[src/rtl/id_ex_stage.sv]
// Decode-to-execute pipeline register with writeback bypass and load-use hazard detection.
// Optional load-use stall counter is enabled by defining ID_EX_STALL_CNT_EN.
module id_ex_stage #(
    parameter int XLEN   = 32,
    parameter int CTRL_W = 16
) (
    input  logic              clk,
    input  logic              rst,
    input  logic              flush,
    input  logic              id_valid,
    output logic              id_ready,
    input  logic [4:0]        id_rs1,
    input  logic [4:0]        id_rs2,
    input  logic              id_use_rs1,
    input  logic              id_use_rs2,
    input  logic [XLEN-1:0]   id_rs1_data,
    input  logic [XLEN-1:0]   id_rs2_data,
    input  logic [4:0]        id_rd,
    input  logic              id_reg_write,
    input  logic              id_mem_read,
    input  logic [XLEN-1:0]   id_imm,
    input  logic [CTRL_W-1:0] id_ctrl,
    input  logic              wb_reg_write,
    input  logic [4:0]        wb_rd,
    input  logic [XLEN-1:0]   wb_data,
    output logic              ex_valid,
    input  logic              ex_ready,
    output logic [XLEN-1:0]   ex_rs1_data,
    output logic [XLEN-1:0]   ex_rs2_data,
    output logic [4:0]        ex_rd,
    output logic              ex_reg_write,
    output logic              ex_mem_read,
    output logic [XLEN-1:0]   ex_imm,
    output logic [CTRL_W-1:0] ex_ctrl
`ifdef ID_EX_STALL_CNT_EN
    ,
    output logic [31:0]       perf_stall_cnt
`endif
);

    // The register file does not forward its own write, so a same-cycle writeback must be picked up here.
    function automatic logic [XLEN-1:0] bypass(
        input logic [4:0]      rs,
        input logic [XLEN-1:0] rf_data,
        input logic            wr_en,
        input logic [4:0]      wr_idx,
        input logic [XLEN-1:0] wr_data
    );
        if (wr_en && (wr_idx != 5'd0) && (wr_idx == rs)) begin
            return wr_data;
        end
        return rf_data;
    endfunction

    logic              valid_q, valid_d;
    logic [XLEN-1:0]   rs1_data_q, rs1_data_d;
    logic [XLEN-1:0]   rs2_data_q, rs2_data_d;
    logic [4:0]        rd_q, rd_d;
    logic              reg_write_q, reg_write_d;
    logic              mem_read_q, mem_read_d;
    logic [XLEN-1:0]   imm_q, imm_d;
    logic [CTRL_W-1:0] ctrl_q, ctrl_d;

    logic hz;
    logic src_match;
    logic capture;

    assign src_match = (id_use_rs1 && (id_rs1 == rd_q)) || (id_use_rs2 && (id_rs2 == rd_q));
    assign hz        = valid_q && mem_read_q && (rd_q != 5'd0) && id_valid && src_match;
    assign id_ready  = flush || (!hz && (!valid_q || ex_ready));
    assign capture   = !flush && id_valid && id_ready;

    always_comb begin
        valid_d     = valid_q;
        rs1_data_d  = rs1_data_q;
        rs2_data_d  = rs2_data_q;
        rd_d        = rd_q;
        reg_write_d = reg_write_q;
        mem_read_d  = mem_read_q;
        imm_d       = imm_q;
        ctrl_d      = ctrl_q;
        if (flush) begin
            valid_d = 1'b0;
        end else if (capture) begin
            valid_d     = 1'b1;
            rs1_data_d  = bypass(id_rs1, id_rs1_data, wb_reg_write, wb_rd, wb_data);
            rs2_data_d  = bypass(id_rs2, id_rs2_data, wb_reg_write, wb_rd, wb_data);
            rd_d        = id_rd;
            reg_write_d = id_reg_write && (id_rd != 5'd0);
            mem_read_d  = id_mem_read;
            imm_d       = id_imm;
            ctrl_d      = id_ctrl;
        end else if (valid_q && ex_ready) begin
            valid_d = 1'b0;
        end
    end

    always_ff @(posedge clk or posedge rst) begin
        if (rst) begin
            valid_q     <= 1'b0;
            rs1_data_q  <= '0;
            rs2_data_q  <= '0;
            rd_q        <= '0;
            reg_write_q <= 1'b0;
            mem_read_q  <= 1'b0;
            imm_q       <= '0;
            ctrl_q      <= '0;
        end else begin
            valid_q     <= valid_d;
            rs1_data_q  <= rs1_data_d;
            rs2_data_q  <= rs2_data_d;
            rd_q        <= rd_d;
            reg_write_q <= reg_write_d;
            mem_read_q  <= mem_read_d;
            imm_q       <= imm_d;
            ctrl_q      <= ctrl_d;
        end
    end

    assign ex_valid     = valid_q;
    assign ex_rs1_data  = rs1_data_q;
    assign ex_rs2_data  = rs2_data_q;
    assign ex_rd        = rd_q;
    assign ex_reg_write = reg_write_q;
    assign ex_mem_read  = mem_read_q;
    assign ex_imm       = imm_q;
    assign ex_ctrl      = ctrl_q;

`ifdef ID_EX_STALL_CNT_EN
    // Counts only bubbles actually injected: a stalled load that is not draining costs no bubble yet.
    logic [31:0] stall_cnt_q, stall_cnt_d;

    always_comb begin
        stall_cnt_d = stall_cnt_q;
        if (hz && ex_ready && !flush) begin
            stall_cnt_d = stall_cnt_q + 32'd1;
        end
    end

    always_ff @(posedge clk or posedge rst) begin
        if (rst) begin
            stall_cnt_q <= '0;
        end else begin
            stall_cnt_q <= stall_cnt_d;
        end
    end

    assign perf_stall_cnt = stall_cnt_q;
`endif

endmodule

[config.mk]
export PLATFORM = sky130hd
export DESIGN_NAME = id_ex_stage
export DESIGN_NICKNAME = d
export VERILOG_FILES = /design/src/rtl/id_ex_stage.sv
export SDC_FILE = /design/constraint.sdc
export NUM_CORES = 1
export LEC_CHECK = 0
export BUFFER_PORTS_ARGS = -buffer_cell sky130_fd_sc_hd__buf_2
export CAP_MARGIN = 25
export CORE_MARGIN = 1
export CORE_UTILIZATION = 40
export CTS_BUF_LIST = sky130_fd_sc_hd__clkbuf_8
export DETAILED_ROUTE_END_ITERATION = 8
export PLACE_DENSITY = 0.72
export SYNTH_ARGS = -nofsm -noshare
export SYNTH_HDL_FRONTEND = slang
export SYNTH_SLANG_ARGS = --single-unit
[constraint.sdc]
create_clock -name clk -period 10.2 [get_ports clk]
set_clock_uncertainty 0.15 [all_clocks]
set_input_delay 2.04 -clock clk [delete_from_list [all_inputs] [get_ports clk]]
set_output_delay 2.04 -clock clk [all_outputs]
set_load 0.005 [all_outputs]
# Yosys cells after proc, flatten, opt, wreduce, memory -nomap -nowiden
# Cells that the tools add are included.
word_totals:
  register_bits: 120
  inputBits: 174
  output_inout_bits: 121
  wordCells: 51
classes:
  eq_ne: 4
  mux: 13
  bitwise: 1
  n_reduce_logical: 25
ops:
  columns: ["operator", "count"]
  rows:
  - ["$mux W32", 4]
  - ["$eq A5 B5 Y1", 4]
  - ["$reduce_bool A5 Y1", 3]
  - ["$logic_and A1 B1 Y1", 14]
  - ["$mux W1", 9]
  - ["$logic_not A1 Y1", 3]
  - ["$logic_or A1 B1 Y1", 3]
  - ["$reduce_bool A3 Y1", 1]
  - ["$reduce_and A2 Y1", 1]
  - ["$not A1 Y1", 1]

# Longest topological paths before layout
depth:
  ltp_word: 11
  ltp_mapped: 7
  mapped_depth_nobuf: 5

# Least setup slack after synthesis
# Ideal clock, no wire load.
synth_path:
  kind: "input to output"
  start: "input port id_rs2[2]"
  end: "output port id_ready"
  t_arrival_ns: 2.781
  t_required_ns: 8.010
  slack_ns: 5.229
  path_stages: 5
  path_buffers: 0
  path_cell_list: "xor2_1 nor4_1 a32oi_1 nor2_1 nor2b_1"
synth_between:
  elab_chain_len: 7
synth_rtl:
  columns: ["item", "line_no", "rtl"]
  rows:
  - ["start: declaration", "13", "input logic [4:0] id_rs2,"]
  - ["$eq A5 B5 Y1", "68", "assign src_match = (id_use_rs1 && (id_rs1 == rd_q)) || (id_use_rs2 && (id_rs2 == rd_q));"]
  - ["$logic_and A1 B1 Y1", "68", null]
  - ["$logic_or A1 B1 Y1", "68", null]
  - ["$logic_and A1 B1 Y1", "69", "assign hz = valid_q && mem_read_q && (rd_q != 5'd0) && id_valid && src_match;"]
  - ["$logic_not A1 Y1", "70", "assign id_ready = flush || (!hz && (!valid_q || ex_ready));"]
  - ["$logic_and A1 B1 Y1", "70", null]
  - ["$logic_or A1 B1 Y1", "70", null]
  - ["end: declaration", "11", "output logic id_ready,"]
# No other way between the ends.

# Final worst setup path
layout_path:
  start: "input port id_rs2[1]"
  end: "output port id_ready"
# Same word-level chain as after synthesis.

==> run metrics <==
Die Wd 123 um; routed len/inst 17.2 um; M1 GR Usage 0.250; CTS HTree Levels 4; Syn Area/Cell 13.1 um^2; Worst Path Required 8.01 ns; run status completed; Setup WS post-layout 4.76 ns; Max Slew Vio Count 0; GRT Max-Usage Layer met2; total setup buffers inserted after CTS 0; post-DP HPWL 11.6 mm; Synth Warn # 0; max-cap violations 0; filler instances 1192; area of the multi-input gates about 2500 um^2; Vias/cell 5.07; row count 43; Crit path buffers/inverters 2; Synth top cells by count dfrtp_1, mux2i_1, nor2_1, a22oi_1, mux2_4; # IOs just under 300; Initial Util 0.414; DR pass1 iterations 5; post-synth top area share 0.516; Sw Share 0.276; gr usage total 0.212; sequential share of the synthesized area 0.516; die height roughly 120 um; Critical Path Most Common Cell buf_2; critical path class primary input to primary output; CTS resizes 0; Logic pwr share 0.209; Worst Tran Pin Value 0.859 ns; clock transition at the registers of the reported paths 0.08 ns; Final ANT Viol Nets 0; CP max FO 3; FMAX 184 MHz; CTS Buf Count 17; total gr overflow 0; Static Leakage 3.51 nW; Mapped Area 5820 um^2; Residual DRC 0; Max-slew headroom 0.427; Worst EP arrival 3.25 ns; share of layout cells above drive strength 1 0.530; number of global-route vias before repair 4718; VDD IR max 0.000100 V; final setup violating endpoints 0; total clock sinks between 100 and 150; synthesized flop and latch total 120; post-synth top area cell dfrtp_1; via count 4699; Final Net Count 907; HP Class flip-flop to flip-flop; initial DRC count roughly 240; number of enable flip-flop cells after synthesis 0; routability cong. 0.898; global-route wire length before repair 24.0 mm; worst stage delay on the critical path between 0.4 and 0.5 ns; Async SR Flop Fraction 1.00; most common cell in the synthesized netlist dfrtp_1; clk_lat worst skew 0.42 ns; Core Area 14000 um^2; Synth area leaders dfrtp_1, mux2_4, mux2i_1, a22oi_1, nor2_1; top_reg_cell synth dfrtp_1; Seq pwr share 0.449; largest net degree at the start of global routing 79; Tot Pwr 1.31 mW; routing usage on met3 0.0465; unrepaired setup endpoints after global routing no; fin crit period 5.44 ns; Seq. cell area between 3000 and 4000 um^2; Sum Neg Setup Slack 0 ns; clk root buf clkbuf_8; Top delay family on crit path compound AO/OA/AOI/OAI gates; Syn-to-layout area delta 32.9%; Psw 361 uW; library cells used by synthesis 30; CTS tree built; I/O Buffers 294; die area approximately 15000 um^2; Final Hold Fails 0; pre-CTS setup slack 4.78 ns; Int Power 947 uW; Cells after Synth approximately 450; met2 Use GR 0.364; Longest Clk Path Bufs 2; DRT Wirelength 16.0 mm; # hold bufs at CTS 0; Clock Power Share 0.342; share of the clock period used by the worst path after layout 0.533; critical path endpoint category primary output; initial antenna violation count 1; Syn Nets 619; Cell Pwr Density 169 nW/um^2; worst-path cell chain buf_2 > xor2_1 > nor4_1 > a32oi_1 > nor2_1 > nor2b_1 > buf_2; slowest CP cell a32oi_1; CP startpoint kind primary input
-- worst reg2reg max path: stages (launching register included) --
cell and delay (ns):
dfrtp_1 0.48, or4_1 0.59, o2111ai_1 0.34, o21ba_4 0.30
buf_4 0.60, mux2_2 0.43
-- layer usage --
metal  part of all wire  routed length (um)  vias to the layer above
met1               0.40                6400                     2297
li1                   -                   -                     2181
met2               0.52                8230                      194
met3              0.057                 917                       27
met4              0.026                 408                        0
met5                  0                   0                        -
-- sequential cells by signal, indices dropped and copies added, names as in the netlist --
name / cells
ex_imm: 32
ex_rd: 5
ex_rs2_data: 32
ex_rs1_data: 32
ex_reg_write: 1
ex_valid: 1
ex_ctrl: 16
ex_mem_read: 1
-- layout by cell type (no fill, tap or decap), types with 2 or more instances in the layout --
master	Yosys	layout
buf_2	6	294
dfrtp_1	120	120
mux2i_1	65	65
nor2_1	65	65
a22oi_1	62	62
mux2_4	45	45
clkbuf_8	0	19
xor2_1	12	12
mux2_2	9	9
xnor2_1	8	8
buf_4	2	6
clkinvlp_4	0	5
or4_1	3	3
bufinv_16	0	3
clkinv_2	0	3
nor4_1	2	2
nor2b_1	3	2
nand3_1	3	2
nor4_4	0	2
a22oi_2	2	2
o21ai_0	2	2
-- power by group through the flow --
stage,logic [mW],clock network [mW],registers (mW)
floorplan,0.139,0,0.595
global placement,0.269,0,0.591
detailed placement,0.278,0,0.593
CTS,0.277,0.458,0.587
global route,0.300,0.481,0.595
finish,0.274,0.447,0.587
-- cell families after synthesis --
family,Yosys count,share of synthesized area
buffers and inverters,34,0.0544
DFF,120,0.516
muxes,119,0.245
xor gates and xnor gates,20,0.0301
AOI/OAI and AO/OA,70,0.0916
and+or+nand+nor,82,0.0624
-- metrics by stage --
stage	instances	utilization	hold slack (ns)	instance area, um^2
after floorplan	445	-	0.355	5820
after global placement	893	0.519	0.335	7290
after detailed placement	893	0.519	0.338	7290
after CTS	924	0.549	0.360	7700
after global routing	926	0.551	0.381	7730
final	926	0.551	0.361	7730
-- layout make-up --
cell class | count | share of cell area
antenna | 1 | 0.000324
clock buffer | 19 | 0.0338
clock inverter | 12 | 0.0196
inverter | 2 | 0.00129
multi-input combinational | 291 | 0.328
sequential | 120 | 0.388
tap | 180 | 0.0291
timing repair buffer | 301 | 0.200
-- final timing paths --
kind,slack (ns),endpoint,depth (start not counted),from
worst max register to register,7.19,ex_ctrl[14],5,ex_rd[1]
min in group asynchronous,1.54,ex_ctrl[9],2,rst
max in group asynchronous,7.03,ex_imm[21],3,rst
worst max-delay path,4.76,id_ready,7,id_rs2[1]
worst min register to register,0.36,ex_ctrl[12],1,ex_ctrl[12]
worst min-delay path,0.36,ex_ctrl[12],1,ex_ctrl[12]
Power figures use the tool's default switching activity.
